<file path="src/rtl/sfr_pkg.sv">
// Shared types and constants for the SFR bus initiator slice.
package sfr_pkg;

  typedef enum logic [1:0] {
    IDLE = 2'd0,
    REQ  = 2'd1,
    WAIT = 2'd2,
    RSP  = 2'd3
  } sfr_state_e;

  // Register map of the SFR block behind the bus
  localparam logic [31:0] SFR_CONTROL  = 32'h0000_0000;
  localparam logic [31:0] SFR_INTR_STS = 32'h0000_0004;
  localparam logic [31:0] SFR_INTR_MSK = 32'h0000_0008;

  localparam int unsigned TIMEOUT_CYCLES_DFLT = 8;

  // Word accesses only; anything else is rejected without a bus cycle
  function automatic logic is_aligned(input logic [31:0] addr);
    return addr[1:0] == 2'b00;
  endfunction

endpackage

</file>
<file path="src/rtl/sfr_bus_initiator_if.sv">
// Command/response handshake bundle between a client and the initiator.
interface sfr_bus_initiator_if;
  logic        cmd_valid;
  logic        cmd_ready;
  logic        cmd_write;
  logic [31:0] cmd_addr;
  logic [31:0] cmd_wdata;
  logic [3:0]  cmd_wstrobe;
  logic        rsp_valid;
  logic        rsp_ready;
  logic [31:0] rsp_rdata;
  logic        rsp_write;
  logic        rsp_timeout;
  logic        rsp_err;

  // Client side: issues commands, consumes responses
  modport master (
    output cmd_valid, cmd_write, cmd_addr, cmd_wdata, cmd_wstrobe, rsp_ready,
    input  cmd_ready, rsp_valid, rsp_rdata, rsp_write, rsp_timeout, rsp_err
  );

  // Initiator side
  modport slave (
    input  cmd_valid, cmd_write, cmd_addr, cmd_wdata, cmd_wstrobe, rsp_ready,
    output cmd_ready, rsp_valid, rsp_rdata, rsp_write, rsp_timeout, rsp_err
  );
endinterface

</file>
<file path="src/rtl/sfr_timeout_cnt.sv">
// WAIT-state cycle counter; expired flags the last allowed WAIT cycle.
module sfr_timeout_cnt #(
  parameter int unsigned LIMIT = 8
) (
  input  logic clk,
  input  logic reset_n,
  input  logic clear,
  input  logic enable,
  output logic expired
);

  logic [7:0] cnt;

  // Cleared on the way into WAIT, advances once per WAIT cycle without ack
  always_ff @(posedge clk or negedge reset_n) begin
    if (!reset_n)    cnt <= '0;
    else if (clear)  cnt <= '0;
    else if (enable) cnt <= cnt + 8'd1;
  end

  // cnt holds completed WAIT cycles, so LIMIT-1 means this is cycle LIMIT
  assign expired = enable && (cnt == 8'(LIMIT - 1));

endmodule

</file>
<file path="src/rtl/sfr_bus_initiator.sv">
// Single-outstanding SFR bus initiator: command in, one strobe, ack/timeout, response out.
module sfr_bus_initiator
  import sfr_pkg::*;
#(
  parameter int unsigned TIMEOUT_CYCLES = TIMEOUT_CYCLES_DFLT
) (
  input  logic                clk,
  input  logic                reset_n,
  sfr_bus_initiator_if.slave  cmd_rsp,
  output logic                o_wr_en,
  output logic                o_rd_en,
  output logic [31:0]         o_waddr,
  output logic [31:0]         o_raddr,
  output logic [31:0]         o_wdata,
  output logic [3:0]          o_wstrobe,
  input  logic                i_wready,
  input  logic                i_rvalid,
  input  logic [31:0]         i_rdata,
  output logic                busy
);

  sfr_state_e  state_q, state_d;
  logic        accept, aligned, ack, expired, cnt_clr, cnt_en;
  logic        cmd_ready_c, rsp_valid_c, wr_en_c, rd_en_c, busy_c;
  logic [31:0] waddr_q, raddr_q, wdata_q, rdata_q;
  logic [3:0]  wstrobe_q;
  logic        write_q, timeout_q, err_q;

  assign aligned = is_aligned(cmd_rsp.cmd_addr);
  assign accept  = cmd_rsp.cmd_valid && (state_q == IDLE);
  // Only the ack matching the captured direction counts
  assign ack     = write_q ? i_wready : i_rvalid;
  assign cnt_clr = (state_q == REQ);
  assign cnt_en  = (state_q == WAIT) && !ack;

  sfr_timeout_cnt #(.LIMIT(TIMEOUT_CYCLES)) u_timeout_cnt (
    .clk     (clk),
    .reset_n (reset_n),
    .clear   (cnt_clr),
    .enable  (cnt_en),
    .expired (expired)
  );

  // State register
  always_ff @(posedge clk or negedge reset_n) begin
    if (!reset_n) state_q <= IDLE;
    else          state_q <= state_d;
  end

  // Next state and state-decoded handshake/strobe outputs
  always_comb begin
    state_d     = state_q;
    cmd_ready_c = 1'b0;
    rsp_valid_c = 1'b0;
    wr_en_c     = 1'b0;
    rd_en_c     = 1'b0;
    busy_c      = 1'b1;
    unique case (state_q)
      IDLE: begin
        cmd_ready_c = 1'b1;
        busy_c      = 1'b0;
        if (cmd_rsp.cmd_valid) state_d = aligned ? REQ : RSP;
      end
      REQ: begin
        wr_en_c = write_q;
        rd_en_c = !write_q;
        state_d = WAIT;
      end
      WAIT: if (ack || expired) state_d = RSP;
      RSP: begin
        rsp_valid_c = 1'b1;
        if (cmd_rsp.rsp_ready) state_d = IDLE;
      end
      default: state_d = IDLE;
    endcase
  end

  // Command capture, bus address/data hold and response capture
  always_ff @(posedge clk or negedge reset_n) begin
    if (!reset_n) begin
      waddr_q   <= '0;
      raddr_q   <= '0;
      wdata_q   <= '0;
      wstrobe_q <= '0;
      rdata_q   <= '0;
      write_q   <= 1'b0;
      timeout_q <= 1'b0;
      err_q     <= 1'b0;
    end else begin
      if (accept) begin
        write_q   <= cmd_rsp.cmd_write;
        err_q     <= !aligned;
        timeout_q <= 1'b0;
        rdata_q   <= '0;
        if (aligned && cmd_rsp.cmd_write) begin
          waddr_q   <= cmd_rsp.cmd_addr;
          wdata_q   <= cmd_rsp.cmd_wdata;
          wstrobe_q <= cmd_rsp.cmd_wstrobe;
        end
        if (aligned && !cmd_rsp.cmd_write) raddr_q <= cmd_rsp.cmd_addr;
      end
      // Ack wins over a same-edge timeout; rdata already zeroed at accept
      if (state_q == WAIT) begin
        if (ack)          rdata_q   <= write_q ? 32'h0 : i_rdata;
        else if (expired) timeout_q <= 1'b1;
      end
    end
  end

  assign cmd_rsp.cmd_ready   = cmd_ready_c;
  assign cmd_rsp.rsp_valid   = rsp_valid_c;
  assign cmd_rsp.rsp_rdata   = rdata_q;
  assign cmd_rsp.rsp_write   = write_q;
  assign cmd_rsp.rsp_timeout = timeout_q;
  assign cmd_rsp.rsp_err     = err_q;
  assign o_wr_en   = wr_en_c;
  assign o_rd_en   = rd_en_c;
  assign o_waddr   = waddr_q;
  assign o_raddr   = raddr_q;
  assign o_wdata   = wdata_q;
  assign o_wstrobe = wstrobe_q;
  assign busy      = busy_c;

endmodule

</file>
<file path="src/flat_wrapper.sv">
// flat-port wrapper written by rule: the top's interface ports become plain ports
module sfr_bus_initiator_flat import sfr_pkg::*;
#(
  parameter int unsigned TIMEOUT_CYCLES = TIMEOUT_CYCLES_DFLT
)
  (clk, reset_n, o_wr_en, o_rd_en, o_waddr, o_raddr, o_wdata, o_wstrobe, i_wready, i_rvalid, i_rdata, busy, cmd_rsp_cmd_valid, cmd_rsp_cmd_write, cmd_rsp_cmd_addr, cmd_rsp_cmd_wdata, cmd_rsp_cmd_wstrobe, cmd_rsp_rsp_ready, cmd_rsp_cmd_ready, cmd_rsp_rsp_valid, cmd_rsp_rsp_rdata, cmd_rsp_rsp_write, cmd_rsp_rsp_timeout, cmd_rsp_rsp_err);
  sfr_bus_initiator_if cmd_rsp_i ();
  input  logic clk;
  input  logic reset_n;
  output logic o_wr_en;
  output logic o_rd_en;
  output logic [31:0] o_waddr;
  output logic [31:0] o_raddr;
  output logic [31:0] o_wdata;
  output logic [3:0] o_wstrobe;
  input  logic i_wready;
  input  logic i_rvalid;
  input  logic [31:0] i_rdata;
  output logic busy;
  input wire logic [$bits(cmd_rsp_i.cmd_valid)-1:0] cmd_rsp_cmd_valid;
  input wire logic [$bits(cmd_rsp_i.cmd_write)-1:0] cmd_rsp_cmd_write;
  input wire logic [$bits(cmd_rsp_i.cmd_addr)-1:0] cmd_rsp_cmd_addr;
  input wire logic [$bits(cmd_rsp_i.cmd_wdata)-1:0] cmd_rsp_cmd_wdata;
  input wire logic [$bits(cmd_rsp_i.cmd_wstrobe)-1:0] cmd_rsp_cmd_wstrobe;
  input wire logic [$bits(cmd_rsp_i.rsp_ready)-1:0] cmd_rsp_rsp_ready;
  output wire logic [$bits(cmd_rsp_i.cmd_ready)-1:0] cmd_rsp_cmd_ready;
  output wire logic [$bits(cmd_rsp_i.rsp_valid)-1:0] cmd_rsp_rsp_valid;
  output wire logic [$bits(cmd_rsp_i.rsp_rdata)-1:0] cmd_rsp_rsp_rdata;
  output wire logic [$bits(cmd_rsp_i.rsp_write)-1:0] cmd_rsp_rsp_write;
  output wire logic [$bits(cmd_rsp_i.rsp_timeout)-1:0] cmd_rsp_rsp_timeout;
  output wire logic [$bits(cmd_rsp_i.rsp_err)-1:0] cmd_rsp_rsp_err;
  assign cmd_rsp_i.cmd_valid = cmd_rsp_cmd_valid;
  assign cmd_rsp_i.cmd_write = cmd_rsp_cmd_write;
  assign cmd_rsp_i.cmd_addr = cmd_rsp_cmd_addr;
  assign cmd_rsp_i.cmd_wdata = cmd_rsp_cmd_wdata;
  assign cmd_rsp_i.cmd_wstrobe = cmd_rsp_cmd_wstrobe;
  assign cmd_rsp_i.rsp_ready = cmd_rsp_rsp_ready;
  assign cmd_rsp_cmd_ready = cmd_rsp_i.cmd_ready;
  assign cmd_rsp_rsp_valid = cmd_rsp_i.rsp_valid;
  assign cmd_rsp_rsp_rdata = cmd_rsp_i.rsp_rdata;
  assign cmd_rsp_rsp_write = cmd_rsp_i.rsp_write;
  assign cmd_rsp_rsp_timeout = cmd_rsp_i.rsp_timeout;
  assign cmd_rsp_rsp_err = cmd_rsp_i.rsp_err;
  sfr_bus_initiator #(.TIMEOUT_CYCLES(TIMEOUT_CYCLES)) u_core (.clk(clk), .reset_n(reset_n), .cmd_rsp(cmd_rsp_i), .o_wr_en(o_wr_en), .o_rd_en(o_rd_en), .o_waddr(o_waddr), .o_raddr(o_raddr), .o_wdata(o_wdata), .o_wstrobe(o_wstrobe), .i_wready(i_wready), .i_rvalid(i_rvalid), .i_rdata(i_rdata), .busy(busy));
endmodule
</file>
<file path="config.mk">
export PLATFORM = sky130hd
export DESIGN_NAME = sfr_bus_initiator_flat
export DESIGN_NICKNAME = d
export VERILOG_FILES = /design/src/rtl/sfr_pkg.sv /design/src/rtl/sfr_bus_initiator_if.sv /design/src/rtl/sfr_timeout_cnt.sv /design/src/rtl/sfr_bus_initiator.sv /design/src/flat_wrapper.sv
export SDC_FILE = /design/constraint.sdc
export NUM_CORES = 1
export LEC_CHECK = 0
export CAP_MARGIN = 15
export CORE_UTILIZATION = 45
export DETAILED_ROUTE_END_ITERATION = 8
export HOLD_SLACK_MARGIN = 0.05
export PLACE_DENSITY = 0.85
export SLEW_MARGIN = 10
export SYNTH_ARGS = -nofsm -noshare
export SYNTH_HDL_FRONTEND = slang
export SYNTH_SLANG_ARGS = --single-unit
</file>
<file path="constraint.sdc">
create_clock -name clk -period 4.92 [get_ports clk]
set_input_delay 1.476 -clock clk [delete_from_list [all_inputs] [get_ports clk]]
set_output_delay 1.476 -clock clk [all_outputs]
set_load 0.05 [all_outputs]
</file>
==> metrics.md, run 1 <==
| Metric | Value |
|---|---|
| Remaining antenna violation count | `0` |
| Routed wire per std cell | `17.91 um` |
| HP Start | `u_core.o_raddr[30]$_DFFE_PN0P_` |
| Crit end category | `output port` |
| CP required | `3.44 ns` |
| Most common cell after layout, fill and taps aside | `clkdlybuf4s50_1` |
| R2R Path End | `u_core.o_waddr[26]$_DFFE_PN0P_` |
| Number of setup buffers added after CTS | `0` |
| CP max stage cell | `clkdlybuf4s50_1` |
| CP peak stage delay | `0.81 ns` |
| Pwr dens | `812.3 mW/mm^2` |
| Max Freq | `263.3 MHz` |
| Post-Syn Area | `0.005630 sq mm` |
| Flop2flop setup slack | `2.52 ns` |
| Outcome | `finished clean` |
| Area Overhead vs Synth | `55.87%` |
| Number of synthesized flops with an enable pin | `0` |
| Seq/Total Area, Yosys | `0.6444` |
| RSZ-0062 raised after global routing | `no` |
| RR Startpoint | `u_core.state_q[1]$_DFFE_PN0P_` |
| CP arrival | `2.32 ns` |
| Pre-CTS setup slack | `1.294 ns` |
| Clock transition at path regs | `0.06 ns` |
| Initial antenna violation count | `0` |
| CP Max Fanout | `10` |
| Largest net degree at the start of global routing | `117` |
| Num ports | `247` |
| Startpoint Class | `flop` |
| Unique cell type count in the Yosys netlist | `32` |
| Die height | `113.9 um` |
| Max_cap viols | `0` |
| Clock root cell | `clkbuf_16` |
| CP Cell Sequence | `inv_1, ha_1, nor2b_1, clkdlybuf4s50_1` |
| Overflow after GRT | `0` |
| CTS tree | `yes` |
| Hold WC Path Type | `flop to flop` |
| Hold-critical path endpoint | `u_core.o_raddr[30]$_DFFE_PN0P_` |
| Delay-heaviest family, CP | `buffers and inverters` |
| Clock Latency Late Sink | `0.41 ns` |
| Final setup margin | `1.122 ns` |
| Via-per-instance ratio | `5.030` |
| Initial DRC Count | `208` |
| Chip width | `113.9 um` |
| Total power | `7.128 mW` |
| Initial Util | `0.4649` |
| Final wirelength | `14120 um` |
| Global Route Usage Sum | `0.2274` |
| Fin. max-slew vios | `0` |
| Worst-Margin Slew | `1.029 ns` |
| WHS | `0.4837 ns` |
| Clock sinks | `145` |
| Core Box Area | `0.01211 sq mm` |
| GP Congestion | `0.7602` |
| Leak Pwr | `3.969 nW` |
| Synth warnings | `0` |
| Syn Nets | `473` |
| Util after Layout | `0.7246` |
| Synth Flop Type | `dfrtp_1` |
| CTS max path bufs | `2` |
| Layout Nets | `723` |
| Hold Path Stages | `1` |
| First drt pass iteration count | `4` |
| Global-route wire length before repair | `22190 um` |
| Final setup fails | `0` |
| Mapped Cells | `360` |
| Setup Skew | `0.008330 ns` |
| Post-layout minimum cycle time | `3.798 ns` |
| VDD IR max | `0.0005561 V` |
| Ys async rst share | `1.000` |
| Final cycle utilization of the critical path | `0.7720` |
| R2R cell count | `6` |
| Layout cells sized above 1 | `0.2145` |
| Yosys reg bits | `145` |
| H-Tree Depth | `4` |
| Via count | `3964` |
| Vias in the first global route | `4263` |
| Most frequent cells in the layout | `245 x clkdlybuf4s50_1, 145 x dfrtp_1, 78 x mux2_2` |
| Critical path type | `flop to output port` |
| # DRC | `0` |
| Hold Fails Final Rpt | `0` |
| Row count | `40` |
| Die ar. | `0.01296 sq mm` |
| HPWL after detailed placement | `9980 um` |
| Slew HR | `0.3140` |
| Setup TNS | `0 ns` |
| # resized after CTS | `0` |
| Ant. Diodes | `0` |
| Avg Cell Area, Syn | `15.64 sq um` |
| Total CTS buffers | `17` |
| CP bufs+invs | `2` |
| Buffers on Ports | `246` |
| Post-CTS Hold Fix Bufs | `0` |
stage by stage:
stage | instance area [sq um] | std cells
2_1_floorplan | 5630 | 360
3_3_place_gp | 8225 | 759
3_5_place_dp | 8225 | 759
4_1_cts | 8771 | 788
5_1_grt | 8776 | 788
6_report | 8776 | 788
state kept, by name, indices dropped and copies added, names as in the netlist:
signal                      flops
u_core.cmd_rsp.rsp_write        1
u_core.o_wdata                 32
u_core.cmd_rsp.rsp_timeout      1
u_core.state_q                  2
u_core.cmd_rsp.rsp_rdata       32
u_core.o_wstrobe                4
u_core.o_waddr                 32
u_core.o_raddr                 32
u_core.cmd_rsp.rsp_err          1
u_core.u_timeout_cnt.cnt        8
metal layers:
layer | vias up | track usage | part of all wire | wire length [um]
met5 | - | 0 | 0 | 0
met4 | 0 | 0.1065 | 0.027 | 386
met3 | 31 | 0.08980 | 0.097 | 1374
met2 | 187 | 0.3996 | 0.51 | 7243
met1 | 1959 | 0.2390 | 0.36 | 5112
li1 | 1787 | - | - | -
cell families (layout without fill, tap and decap cells):
logic type	count (synthesis)	count (layout)	share of synthesized area
DFF	145	145	0.6444
muxes	100	100	0.2116
AOI/OAI and AO/OA	42	42	0.06111
and+or+nand+nor	39	39	0.03778
buffers and inverters	22	282	0.02244
adders and majority gates	6	6	0.01333
xor gates and xnor gates	6	6	0.009333
worst max-delay path by stage:
stage | from | cells past startpoint | slack (ns) | end
after floorplan | u_core.state_q[1]$_DFFE_PN0P_ | 4 | 1.82 | o_rd_en
after global placement | cmd_rsp_cmd_valid | 5 | 1.33 | u_core.o_wdata[2]$_DFFE_PN0P_
after detailed placement | cmd_rsp_cmd_valid | 5 | 1.29 | u_core.o_wdata[11]$_DFFE_PN0P_
after CTS | u_core.state_q[1]$_DFFE_PN0P_ | 4 | 1.10 | o_rd_en
after global routing | u_core.state_q[1]$_DFFE_PN0P_ | 4 | 0.99 | o_rd_en
final | u_core.state_q[1]$_DFFE_PN0P_ | 4 | 1.12 | o_rd_en
power breakdown:
part           internal, mW  switching [mW]  total [mW]
sequential             1.72           0.303        2.02
combinational          1.42            2.50        3.92
clock                 0.736           0.453        1.19
total                  3.87            3.25        7.13
worst register-to-register path: cells and delay by family, from the launching register on:
kind | cells | cell delay (ns)
adder cells (fa/ha/maj) | 1 | 0.25
flip-flops | 1 | 0.40
buffers and inverters | 1 | 0.12
multiplexers | 1 | 0.63
AND/OR/NAND/NOR | 3 | 0.88
Yosys cell counts (2+ instances only):
cell | n | area, sq um
o21ai_0 | 3 | 15.01
nor2_1 | 10 | 37.54
nand4_1 | 4 | 25.02
xnor2_1 | 2 | 17.52
xor2_1 | 4 | 35.03
inv_1 | 4 | 15.01
a21oi_1 | 3 | 15.01
mux2_4 | 18 | 270.3
nor2b_1 | 3 | 18.77
mux2i_1 | 2 | 20.02
buf_6 | 3 | 33.78
dfrtp_1 | 145 | 3628
buf_4 | 3 | 22.52
ha_1 | 6 | 75.07
nor3_1 | 3 | 15.01
nand2_1 | 7 | 26.28
a22o_1 | 32 | 280.3
nand3_1 | 3 | 15.01
mux2_1 | 2 | 22.52
mux2_2 | 78 | 878.3
buf_2 | 8 | 40.04
clkbuf_1 | 4 | 15.01
and2_1 | 4 | 25.02
layout make-up:
cell class / instances / area [sq um]
sequential: 145 / 3628
fill: 808 / 3336
timing repair buffer: 249 / 2486
multi-input combinational: 193 / 1891
clock buffer: 23 / 488.0
tap: 168 / 210.2
clock inverter: 6 / 57.56
inverter: 4 / 15.01
No activity file was read; power rests on OpenSTA's default activity.
==> inputs of run 2 (changes only) <==
CORE_UTILIZATION = 42   (was 45)
PLACE_DENSITY = 0.8   (was 0.85)
clock period = 3.5 ns   (was 4.92 ns; I/O delays follow)
==> metrics.md, run 2 (synthesis results as in run 1) <==
| Metric | Value |
|---|---|
| # DRC | `0` |
| CTS tree | `yes` |
| Remaining antenna violation count | `0` |
| CP Max Fanout | `10` |
| Initial DRC Count | `203` |
| Final setup fails | `0` |
| Fin. max-slew vios | `0` |
| CP peak stage delay | `0.81 ns` |
| Delay-heaviest family, CP | `buffers and inverters` |
| Layout cells sized above 1 | `0.2249` |
| Crit end category | `output port` |
| RSZ-0062 raised after global routing | `no` |
| Num ports | `247` |
| Placed Area | `0.008285 sq mm` |
| Row count | `41` |
| R2R cell count | `7` |
| RR Startpoint | `u_core.state_q[0]$_DFFE_PN0P_` |
| Max Freq | `298.0 MHz` |
| Initial antenna violation count | `0` |
| Setup crit end | `o_rd_en` |
| Design Area, Final | `0.008914 sq mm` |
| HPWL after detailed placement | `10250 um` |
| Startpoint Class | `flop` |
| Global-route wire length before repair | `23380 um` |
| Critical path type | `flop to output port` |
| CP required | `2.45 ns` |
| CP Cell Sequence | `inv_1, ha_1, nor2b_1, clkdlybuf4s50_1` |
| First drt pass iteration count | `4` |
| Number of setup buffers added after CTS | `0` |
| Die ar. | `0.01387 sq mm` |
| Slew HR | `0.5949` |
| Via count | `4014` |
| Vias in the first global route | `4377` |
| Clock transition at path regs | `0.06 ns` |
| Setup Skew | `0.004440 ns` |
| Largest net degree at the start of global routing | `67` |
| Buffers on Ports | `246` |
| Most frequent cells in the layout | `245 x clkdlybuf4s50_1, 145 x dfrtp_1, 78 x mux2_2` |
| GP Congestion | `0.8287` |
| Layout Nets | `727` |
| Final wirelength | `14310 um` |
| CP arrival | `2.31 ns` |
| Clock root cell | `clkbuf_16` |
| Hold Path Stages | `2` |
| Chip width | `117.8 um` |
| CTS max path bufs | `2` |
| Outcome | `finished clean` |
| Pwr dens | `1150 mW/mm^2` |
| Setup TNS | `0 ns` |
| WHS | `0.4881 ns` |
| Flop2flop setup slack | `1.31 ns` |
| Hold Fails Final Rpt | `0` |
| Hold WC Path Type | `flop to flop` |
| H-Tree Depth | `4` |
| Max_cap viols | `0` |
| CP bufs+invs | `2` |
| Post-layout minimum cycle time | `3.356 ns` |
| Via-per-instance ratio | `5.024` |
| Worst-Margin Slew | `0.6076 ns` |
| Stages on the worst setup path | `4` |
| Die height | `117.8 um` |
| Post-CTS Hold Fix Bufs | `0` |
| Overflow after GRT | `0` |
| Area Overhead vs Synth | `58.31%` |
| Final cycle utilization of the critical path | `0.9589` |
| Clock Latency Late Sink | `0.42 ns` |
| Clock sinks | `145` |
| Total power | `10.25 mW` |
| Core Box Area | `0.01282 sq mm` |
| Leak Pwr | `4.019 nW` |
| VDD IR max | `0.0006200 V` |
| Ant. Diodes | `0` |
| Most common cell after layout, fill and taps aside | `clkdlybuf4s50_1` |
| CP max stage cell | `clkdlybuf4s50_1` |
| R2R Path End | `u_core.o_wdata[16]$_DFFE_PN0P_` |
| Routed wire per std cell | `17.91 um` |
| # resized after CTS | `0` |
| Global Route Usage Sum | `0.2194` |
| Worst setup startpoint | `u_core.state_q[1]$_DFFE_PN0P_` |
| Initial Util | `0.4390` |
| Total CTS buffers | `17` |
==> run 2: cell types whose count changed in the layout (fill, tap and decap cells not counted), moves of 2 or more <==
cell,previous run,this run
buf_4,3,5
clkinvlp_4,1,5
bufinv_16,1,4
clkbuf_8,4,1
buf_12,0,2
clkinv_2,4,2
==> run 2: layer usage <==
metal | global-route usage | part of all wire
met1 | 0.2412 | 0.38
met2 | 0.3732 | 0.51
met3 | 0.09351 | 0.087
met4 | 0.08654 | 0.023
met5 | 0 | 0
==> run 2: per-stage QoR <==
stage | util | cells | setup slack (ns)
after CTS | 0.6950 | 799 | 0.1073
after global placement | 0.6460 | 767 | 0.5463
after floorplan | - | 360 | 0.8244
final | 0.6950 | 799 | 0.1438
after global routing | 0.6950 | 799 | 0.02857
after detailed placement | 0.6460 | 767 | 0.5049
==> run 2: worst min-delay path by stage <==
stage | start | endpoint | slack, ns
6_report | u_core.cmd_rsp.rsp_timeout$_DFF_PN0_ | u_core.cmd_rsp.rsp_timeout$_DFF_PN0_ | 0.49
2_1_floorplan | u_core.u_timeout_cnt.cnt[7]$_DFFE_PN0P_ | u_core.u_timeout_cnt.cnt[7]$_DFFE_PN0P_ | 0.51
5_1_grt | u_core.cmd_rsp.rsp_timeout$_DFF_PN0_ | u_core.cmd_rsp.rsp_timeout$_DFF_PN0_ | 0.50
3_3_place_gp | u_core.o_raddr[26]$_DFFE_PN0P_ | u_core.o_raddr[26]$_DFFE_PN0P_ | 0.47
4_1_cts | u_core.o_raddr[26]$_DFFE_PN0P_ | u_core.o_raddr[26]$_DFFE_PN0P_ | 0.49
3_5_place_dp | u_core.o_raddr[26]$_DFFE_PN0P_ | u_core.o_raddr[26]$_DFFE_PN0P_ | 0.48
==> run 2: final cells by class <==
class / count / area (sq um)
Inverter: 4 / 15.01
Fill cell: 918 / 3911
Multi-Input combinational cell: 193 / 1886
Clock inverter: 13 / 185.2
Timing Repair Buffer: 253 / 2541
Sequential cell: 145 / 3628
Tap cell: 172 / 215.2
Clock buffer: 19 / 442.9
==> run 2: report_power, final <==
group | switching (mW) | leakage [nW] | total [mW] | internal, mW
clock network | 0.691 | 0.292 | 1.90 | 1.21
registers | 0.418 | 1.89 | 2.84 | 2.42
logic | 3.51 | 1.84 | 5.51 | 2.00
total | 4.62 | 4.02 | 10.3 | 5.63
==> run 2: worst register-to-register path, stage by stage (launching register included) <==
cell and delay [ns]:
dfrtp_1 0.40, inv_1 0.10, ha_1 0.27, nand2_2 0.15, nor3_2 0.08, nand2_4 0.27
buf_4 0.42, mux2_2 0.39
